==> src/rtl/fnd_scan_ctrl_if.sv <==
// Host-side bundle of the four-digit scan driver: display data in, multiplexed pin drive out.
interface fnd_scan_ctrl_if;
  logic        en;
  logic [15:0] din;
  logic [3:0]  dp_in;
  logic        lz_blank;
  logic [3:0]  an;
  logic [6:0]  seg;
  logic        dp;
  logic [1:0]  digit_idx;
  logic        scan_tick;

  modport master (
    output en, din, dp_in, lz_blank,
    input  an, seg, dp, digit_idx, scan_tick
  );

  modport slave (
    input  en, din, dp_in, lz_blank,
    output an, seg, dp, digit_idx, scan_tick
  );
endinterface

==> src/rtl/fnd_scan_ctrl.sv <==
// Four-digit multiplexed seven-segment scan driver with frame-coherent shadow capture.
// Optional GHOST_BLANK_EN: anodes stay off for the first BLANK_CYC cycles of every slot.
module fnd_scan_ctrl #(
  parameter int unsigned SCAN_DIV  = 100000,
  parameter int unsigned BLANK_CYC = 2000
) (
  input logic            clk,
  input logic            rst,
  fnd_scan_ctrl_if.slave bus
);

  localparam int unsigned   PW      = (SCAN_DIV > 2) ? $clog2(SCAN_DIV) : 1;
  localparam logic [PW-1:0] PresMax = PW'(SCAN_DIV - 1);

  if (SCAN_DIV < 2 || BLANK_CYC >= SCAN_DIV) begin : g_param_check
    $error("fnd_scan_ctrl: SCAN_DIV must be >= 2 and BLANK_CYC < SCAN_DIV");
  end

  logic [PW-1:0] presc_q, presc_d;
  logic [1:0]    idx_q, idx_d;
  logic [15:0]   shadow_q, shadow_d;
  logic [3:0]    shadow_dp_q, shadow_dp_d;
  logic [3:0]    an_q, an_d;
  logic [6:0]    seg_q, seg_d;
  logic          dp_q, dp_d;
  logic          tick;
  logic [3:0]    nib;
  logic [3:0]    lz_run;
  logic          blank_digit;
  logic          slot_blank;

  function automatic logic [6:0] hexpat(input logic [3:0] n);
    logic [6:0] p;
    unique case (n)
      4'h0: p = 7'h3F;
      4'h1: p = 7'h06;
      4'h2: p = 7'h5B;
      4'h3: p = 7'h4F;
      4'h4: p = 7'h66;
      4'h5: p = 7'h6D;
      4'h6: p = 7'h7D;
      4'h7: p = 7'h07;
      4'h8: p = 7'h7F;
      4'h9: p = 7'h6F;
      4'hA: p = 7'h77;
      4'hB: p = 7'h7C;
      4'hC: p = 7'h39;
      4'hD: p = 7'h5E;
      4'hE: p = 7'h79;
      4'hF: p = 7'h71;
    endcase
    return p;
  endfunction

  assign tick = (presc_q == PresMax);

  // The shadow only reloads when the scan wraps from digit 3 back to 0, so a frame is coherent.
  always_comb begin
    presc_d     = presc_q + 1'b1;
    idx_d       = idx_q;
    shadow_d    = shadow_q;
    shadow_dp_d = shadow_dp_q;
    if (tick) begin
      presc_d = '0;
      idx_d   = idx_q + 2'd1;
      if (idx_q == 2'd3) begin
        shadow_d    = bus.din;
        shadow_dp_d = bus.dp_in;
      end
    end
  end

  // lz_run[k]: nibbles k..3 are all zero; digit 0 is never a leading zero.
  always_comb begin
    nib         = shadow_q[{idx_q, 2'b00} +: 4];
    lz_run[3]   = (shadow_q[15:12] == 4'h0);
    lz_run[2]   = lz_run[3] & (shadow_q[11:8] == 4'h0);
    lz_run[1]   = lz_run[2] & (shadow_q[7:4] == 4'h0);
    lz_run[0]   = 1'b0;
    blank_digit = bus.lz_blank & lz_run[idx_q];
  end

`ifdef GHOST_BLANK_EN
  assign slot_blank = (32'(presc_q) < BLANK_CYC);
`else
  assign slot_blank = 1'b0;
`endif

  always_comb begin
    an_d  = 4'hF;
    seg_d = 7'h7F;
    dp_d  = 1'b1;
    if (bus.en) begin
      if (!slot_blank) begin
        an_d = ~(4'b0001 << idx_q);
      end
      seg_d = blank_digit ? 7'h7F : ~hexpat(nib);
      dp_d  = ~shadow_dp_q[idx_q];
    end
  end

  always_ff @(posedge clk or negedge rst) begin
    if (!rst) begin
      presc_q     <= '0;
      idx_q       <= 2'd0;
      shadow_q    <= 16'h0000;
      shadow_dp_q <= 4'h0;
      an_q        <= 4'hF;
      seg_q       <= 7'h7F;
      dp_q        <= 1'b1;
    end else begin
      presc_q     <= presc_d;
      idx_q       <= idx_d;
      shadow_q    <= shadow_d;
      shadow_dp_q <= shadow_dp_d;
      an_q        <= an_d;
      seg_q       <= seg_d;
      dp_q        <= dp_d;
    end
  end

  assign bus.an        = an_q;
  assign bus.seg       = seg_q;
  assign bus.dp        = dp_q;
  assign bus.digit_idx = idx_q;
  assign bus.scan_tick = tick;

endmodule
==> src/flat_wrapper.sv <==
// flat-port wrapper written by rule: the top's interface ports become plain ports
module fnd_scan_ctrl_flat 
#(
  parameter int unsigned SCAN_DIV  = 100000,
  parameter int unsigned BLANK_CYC = 2000
)
  (clk, rst, bus_en, bus_din, bus_dp_in, bus_lz_blank, bus_an, bus_seg, bus_dp, bus_digit_idx, bus_scan_tick);
  fnd_scan_ctrl_if bus_i ();
  input logic clk;
  input logic rst;
  input wire logic [$bits(bus_i.en)-1:0] bus_en;
  input wire logic [$bits(bus_i.din)-1:0] bus_din;
  input wire logic [$bits(bus_i.dp_in)-1:0] bus_dp_in;
  input wire logic [$bits(bus_i.lz_blank)-1:0] bus_lz_blank;
  output wire logic [$bits(bus_i.an)-1:0] bus_an;
  output wire logic [$bits(bus_i.seg)-1:0] bus_seg;
  output wire logic [$bits(bus_i.dp)-1:0] bus_dp;
  output wire logic [$bits(bus_i.digit_idx)-1:0] bus_digit_idx;
  output wire logic [$bits(bus_i.scan_tick)-1:0] bus_scan_tick;
  assign bus_i.en = bus_en;
  assign bus_i.din = bus_din;
  assign bus_i.dp_in = bus_dp_in;
  assign bus_i.lz_blank = bus_lz_blank;
  assign bus_an = bus_i.an;
  assign bus_seg = bus_i.seg;
  assign bus_dp = bus_i.dp;
  assign bus_digit_idx = bus_i.digit_idx;
  assign bus_scan_tick = bus_i.scan_tick;
  fnd_scan_ctrl #(.SCAN_DIV(SCAN_DIV), .BLANK_CYC(BLANK_CYC)) u_core (.clk(clk), .rst(rst), .bus(bus_i));
endmodule
==> config.mk <==
export PLATFORM = sky130hd
export DESIGN_NAME = fnd_scan_ctrl_flat
export DESIGN_NICKNAME = d
export VERILOG_FILES = /design/src/rtl/fnd_scan_ctrl_if.sv /design/src/rtl/fnd_scan_ctrl.sv /design/src/flat_wrapper.sv
export SDC_FILE = /design/constraint.sdc
export NUM_CORES = 1
export LEC_CHECK = 0
export BUFFER_PORTS_ARGS = -buffer_cell sky130_fd_sc_hd__buf_2
export CAP_MARGIN = 20
export CORE_MARGIN = 10
export CORE_UTILIZATION = 35
export CTS_CLUSTER_DIAMETER = 100
export CTS_CLUSTER_SIZE = 24
export DETAILED_ROUTE_END_ITERATION = 6
export GPL_ROUTABILITY_DRIVEN = 0
export GPL_TIMING_DRIVEN = 0
export HOLD_SLACK_MARGIN = 0.12
export PLACE_DENSITY = 0.58
export SETUP_SLACK_MARGIN = 0.3
export SYNTH_ARGS = -nofsm -noshare
export SYNTH_HDL_FRONTEND = slang
export SYNTH_SLANG_ARGS = --single-unit
==> constraint.sdc <==
create_clock -name clk -period 3.1 [get_ports clk]
set_input_delay 0.62 -clock clk [delete_from_list [all_inputs] [get_ports clk]]
set_output_delay 0.62 -clock clk [all_outputs]
set_load 0.05 [all_outputs]
== Yosys cells after proc, flatten, opt, wreduce, memory -nomap -nowiden ==
Memories as Yosys holds them, arrays and structs flattened.
Index checks and enable logic that the tools add are counted.
Storage, ports and cells
  ROM bits: 112
  memories: 1
  bits of input ports: 24
  register bits after elaboration: 51
  output and inout bits: 15
  word-level logic and storage cells: 35
Memory list
  (name not given): words 16, width 7, rd ports 1, clocked after memory_dff 0, wr ports 0, RTL line fnd_scan_ctrl.sv:34  | unique case (n)
Operators by class
  bitwise operators: 6
  equal/unequal tests: 2
  shift operators: 2
  reductions and logical operators: 4
  magnitude comparators: 1
  add/subtract/negate cells: 2
  multiplexer cells: 10
Operators by type and width (number)
  7-bit two-way mux: 3
  17-bit by 1-bit adder with 17-bit output, second input constant: 1
  17-bit equality test, second input constant: 1
  17-bit two-way mux: 1
  16-bit by 5-bit variable part select with 4-bit output: 1
  4-bit zero test: 3
  7-bit inverter: 1
  1-bit binary-select mux with 2-bit select: 2
  4-bit two-way mux: 1
  4-bit inverter: 1
  1-bit by 2-bit << shifter with 4-bit output, first input constant: 1
  1-bit bitwise AND: 3
  2-bit by 3-bit less-than comparator with 1-bit output, second input constant: 1
  1-bit two-way mux: 3
  2-bit by 1-bit adder with 2-bit output, second input constant: 1
  2-bit equality test, second input constant: 1
  2-bit AND reduction: 1
  1-bit inverter: 1

== Depth between registers and ports, before layout ==
  depth in word-level cells: 8
  gate-level depth with buffers: 9
  depth with buffers taken out: 7

== Least setup slack after synthesis ==
Ideal clock, no wire load.
  path type: register to register
  start point: register u_core.idx_q[0] (netlist: u_core.bus.digit_idx[0])
  end point: register u_core.seg_q[0] (netlist: u_core.bus.seg[0])
  stages on the path, launching flop included: 8
  clock period less this slack: 2.470 ns
  data arrival time: 2.392 ns
  required time: 3.021 ns
  setup slack: 0.630 ns
  library setup time: 0.079 ns
  path buffers: 1
  cell sequence: dfrtp_1 > buf_1 > mux4_2 > inv_1 > ha_1 > o22ai_1 > a21o_1 > o21ai_0
Between the ends
  longest elaborated chain between the ends: 6
Ends and longest elaborated chain
  start: declaration: RTL line fnd_scan_ctrl.sv:20  | logic [1:0] idx_q, idx_d;
  start signal: assignment: RTL line fnd_scan_ctrl.sv:113  | idx_q <= idx_d;
  16-bit by 5-bit variable part select with 4-bit output: RTL line fnd_scan_ctrl.sv:75  | nib = shadow_q[{idx_q, 2'b00} +: 4];
  memory 16 x 7 bit
  7-bit two-way mux: RTL line fnd_scan_ctrl.sv:93  | if (bus.en) begin
  7-bit inverter: RTL line fnd_scan_ctrl.sv:97  | seg_d = blank_digit ? 7'h7F : ~hexpat(nib);
  7-bit two-way mux *: RTL line fnd_scan_ctrl.sv:97
  7-bit two-way mux *: RTL line fnd_scan_ctrl.sv:93
  named net u_core.seg_d[0]: RTL line fnd_scan_ctrl.sv:24  | logic [6:0] seg_q, seg_d;
  end signal: assignment: RTL line fnd_scan_ctrl.sv:117  | seg_q <= seg_d;
  end: declaration: RTL line fnd_scan_ctrl.sv:24
The timed path passes the listed nets; every way through them passes the cells marked *. The select of a mux whose other input is x is not followed.
A chain may end at the register's enable or synchronous reset.

== Worst setup path in the final report ==
  start point: register u_core.presc_q[5]
  end point: output bus_scan_tick
Between the ends
  longest elaborated chain between the ends: 1
Ends and longest elaborated chain
  start: declaration: RTL line fnd_scan_ctrl.sv:19  | logic [PW-1:0] presc_q, presc_d;
  start signal: assignment: RTL line fnd_scan_ctrl.sv:112  | presc_q <= presc_d;
  17-bit equality test: RTL line fnd_scan_ctrl.sv:55  | assign tick = (presc_q == PresMax);
  end: declaration: RTL line flat_wrapper.sv:19  | output wire logic [$bits(bus_i.scan_tick)-1:0] bus_scan_tick;
Every way passes these cells.

==> results_dict.tcl <==
set metrics [dict create \
    totalWireLength_mm 5.06 \
    p_seq_frac 0.582 \
    drtPass1Iterations 4 \
    powerDensity_nw_per_um2 404 \
    hold_violations 0 \
    grt_pass1_vias 1752 \
    die_h_um 106 \
    crit_arrival_ns 2.02 \
    finalNetCount 289 \
    vias 1664 \
    yosys_warnings 0 \
    initial_core_util 0.358 \
    busiest_layer "met1" \
    yosysSeqAreaShare 0.500 \
    fin_worst_skew_ns 0.00875 \
    gr-usage-all-layers 0.0951 \
    synth_edf_count 0 \
    met3_usage 0.0238 \
    yosysTopAreaCellShare 0.378 \
    wire_per_inst_um 14.3 \
    antenna_found_initial 0 \
    syn_area_sq_um 2580 \
    synth_top_area_cell "dfrtp_1" \
    grt_overflow 0 \
    cap_violations 0 \
    fmax_ghz 0.378 \
    multi_input_area_sq_um 1210 \
    intPower_mw 0.911 \
    grt_pass1_wl_mm 8.88 \
    fill_cells 712 \
    tightest_slew_ns 0.651 \
    p_sw_frac 0.253 \
    dpl.hpwl_mm 3.80 \
    ant_nets 0 \
    core_sq_um 7210 \
    period_minus_slack_ns 2.64 \
    cp-end-kind "output pin" \
    startpoint_type "flip-flop" \
    required_ns 2.48 \
    row_count 31 \
    hp-class "in -> async" \
    finalSetupViolCount 0 \
    chipWidth_um 106 \
    slew_headroom 0.564 \
    antenna_cells 0 \
    p_leak_nw 1.42 \
    crit_type "reg -> out" \
    io_pins 39 \
    ctsRootBufferMaster "clkbuf_8" \
    timing.setup.tns_ns 0 \
    synth_cells 207 \
    peakVddDrop_mv 0.184 \
    cts_sinks 51 \
    cts_buffer_depth 2 \
    synth-main-ff-cell "dfrtp_1" \
    rsz0062_at_grt "false" \
    portBuffers 38 \
    switchingPower_mw 0.309 \
    grt_use_met2 0.134 \
    synth_nets 242 \
    die_area_sq_um 11200 \
    synth_cell_types 40 \
    status "finished clean" \
    cts_max_level 2 \
    synth_seq_cells 51 \
    drv_slew 0 \
    async_flop_share 1.00 \
    via_per_inst 4.70 \
    avgSynthCellArea_sq_um 12.5 \
    pwr-share-clk 0.304 \
    p_comb_frac 0.114 \
    final-seq-area_sq_um 1290 \
    worst_skew_pair.late_latency_ns 0.31 \
    layout-drive-gt1-share 0.357 \
    post-route-period-util 0.853 \
    hold-worst-slack_ns 0.264 \
    grt.met1_usage 0.136 \
    tritoncts "yes" \
    grt_max_degree 32 \
    clk_pin_slew_worst_paths_ns 0.09 \
    post-route-drc-count 0 \
    drtIter0Drc 106 \
    synth_area_leaders "dfrtp_1 38%, dfstp_2 12%, mux2_4 12%, ha_1 5.3%, mux4_2 3.5%" \
    worstPathMaxFanout 10 \
    area_growth_pct 16.9 \
    numCtsBuffers 5 \
]
[cells by family (layout without fill, tap and decap cells)]
logic type	count (synthesis)	count (layout)	share of synthesized area
adder cells (fa/ha/maj)	11	11	0.0533
XOR/XNOR	18	18	0.0611
flip-flops	51	51	0.500
AO/OA/AOI/OAI	18	18	0.0490
multiplexers	34	34	0.191
buffers and inverters	18	66	0.0325
AND/OR/NAND/NOR	57	57	0.112
[power by group through the flow]
stage | logic, mW | clock network [mW] | registers (mW)
after detailed placement | 0.142 | 0 | 0.722
final | 0.140 | 0.371 | 0.710
after floorplan | 0.0592 | 0 | 0.751
after CTS | 0.142 | 0.388 | 0.710
after global placement | 0.137 | 0 | 0.722
after global routing | 0.154 | 0.413 | 0.713
[state kept, by name, summed over array words and instances (netlist names)]
signal / count
u_core.shadow_dp_q: 4
u_core.shadow_q: 16
u_core.bus.digit_idx: 2
u_core.bus.an: 4
u_core.bus.dp: 1
u_core.presc_q: 17
u_core.bus.seg: 7
[synth_stat cells, types with 2 or more instances]
master    count
dfrtp_1      39
mux2_4       20
nand2_1      17
dfstp_2      12
nor2_1       12
ha_1         11
inv_1        11
xnor2_1       9
xor2_1        9
mux2i_1       7
nand3_1       6
nor4_1        5
mux4_2        4
o21ai_0       4
o221ai_1      4
a31oi_1       3
and3_1        3
clkbuf_1      3
mux2_2        3
nand4_1       3
buf_6         2
nor3b_1       2
[worst max-delay path: stages (launching register included)]
cell,delay (ns)
dfrtp_1,0.42
or4b_1,0.53
nor4_1,0.18
and4_2,0.28
buf_6,0.15
buf_6,0.16
[metrics by stage]
stage	cell area, sq um	util	power (mW)	setup slack (ns)	std cells
after floorplan	2580	-	0.810	0.630	207
after global placement	2900	0.401	0.859	0.416	344
after detailed placement	2920	0.404	0.864	0.447	345
after CTS	3010	0.417	1.24	0.307	354
after global routing	3020	0.418	1.28	0.354	354
final	3020	0.418	1.22	0.456	354
[final cells by class]
| cell class | count | area share |
|---|---|---|
| Clock inverter | 1 | 0.00166 |
| Tap cell | 99 | 0.0411 |
| Timing Repair Buffer | 40 | 0.0742 |
| Clock buffer | 7 | 0.0253 |
| Inverter | 11 | 0.0137 |
| Buffer | 7 | 0.0162 |
| Multi-Input combinational cell | 138 | 0.400 |
| Sequential cell | 51 | 0.428 |
[worst paths after layout]
check | startpoint | to | slack (ns) | cells past startpoint
max | u_core.presc_q[5] | bus_scan_tick | 0.46 | 5
max in group asynchronous | rst | u_core.bus.dp | 2.23 | 2
max reg2reg | u_core.bus.digit_idx[0] | u_core.bus.seg[0] | 0.58 | 7
min | rst | u_core.shadow_q[0] | 0.26 | 1
min in group clk | u_core.presc_q[4] | u_core.presc_q[4] | 0.48 | 1
min reg2reg | u_core.presc_q[4] | u_core.presc_q[4] | 0.48 | 1
[cell usage in the layout (no fill, tap or decap), drive strengths merged, types with 2 or more instances in the layout]
master,Yosys,final
xor2,9,9
mux2,23,23
nor4,5,5
nand2,18,18
nor2,12,12
o21ai,4,4
o221ai,4,4
nand4,3,3
ha,11,11
dfrtp,39,39
a31oi,3,3
buf,4,44
and4,2,2
nand3,6,6
mux4,4,4
clkbuf,3,10
dfstp,12,12
and3,3,3
inv,11,11
mux2i,7,7
xnor2,9,9
nor3b,2,2
[per-layer routing]
layer  vias up  share of wire
li1        822              -
met1       804           0.53
met2        33           0.42
met3         5          0.038
met4         0          0.015
met5         -              0
[repair_timing]
action	in CTS	in global routing
setup endpoints to repair	1	1
hold buffers	0	0
setup buffers	1	0
endpoints found under the hold margin	0	0
gates resized for setup	2	2
pin swaps	1	2
No activity file was read; power rests on OpenSTA's default activity.
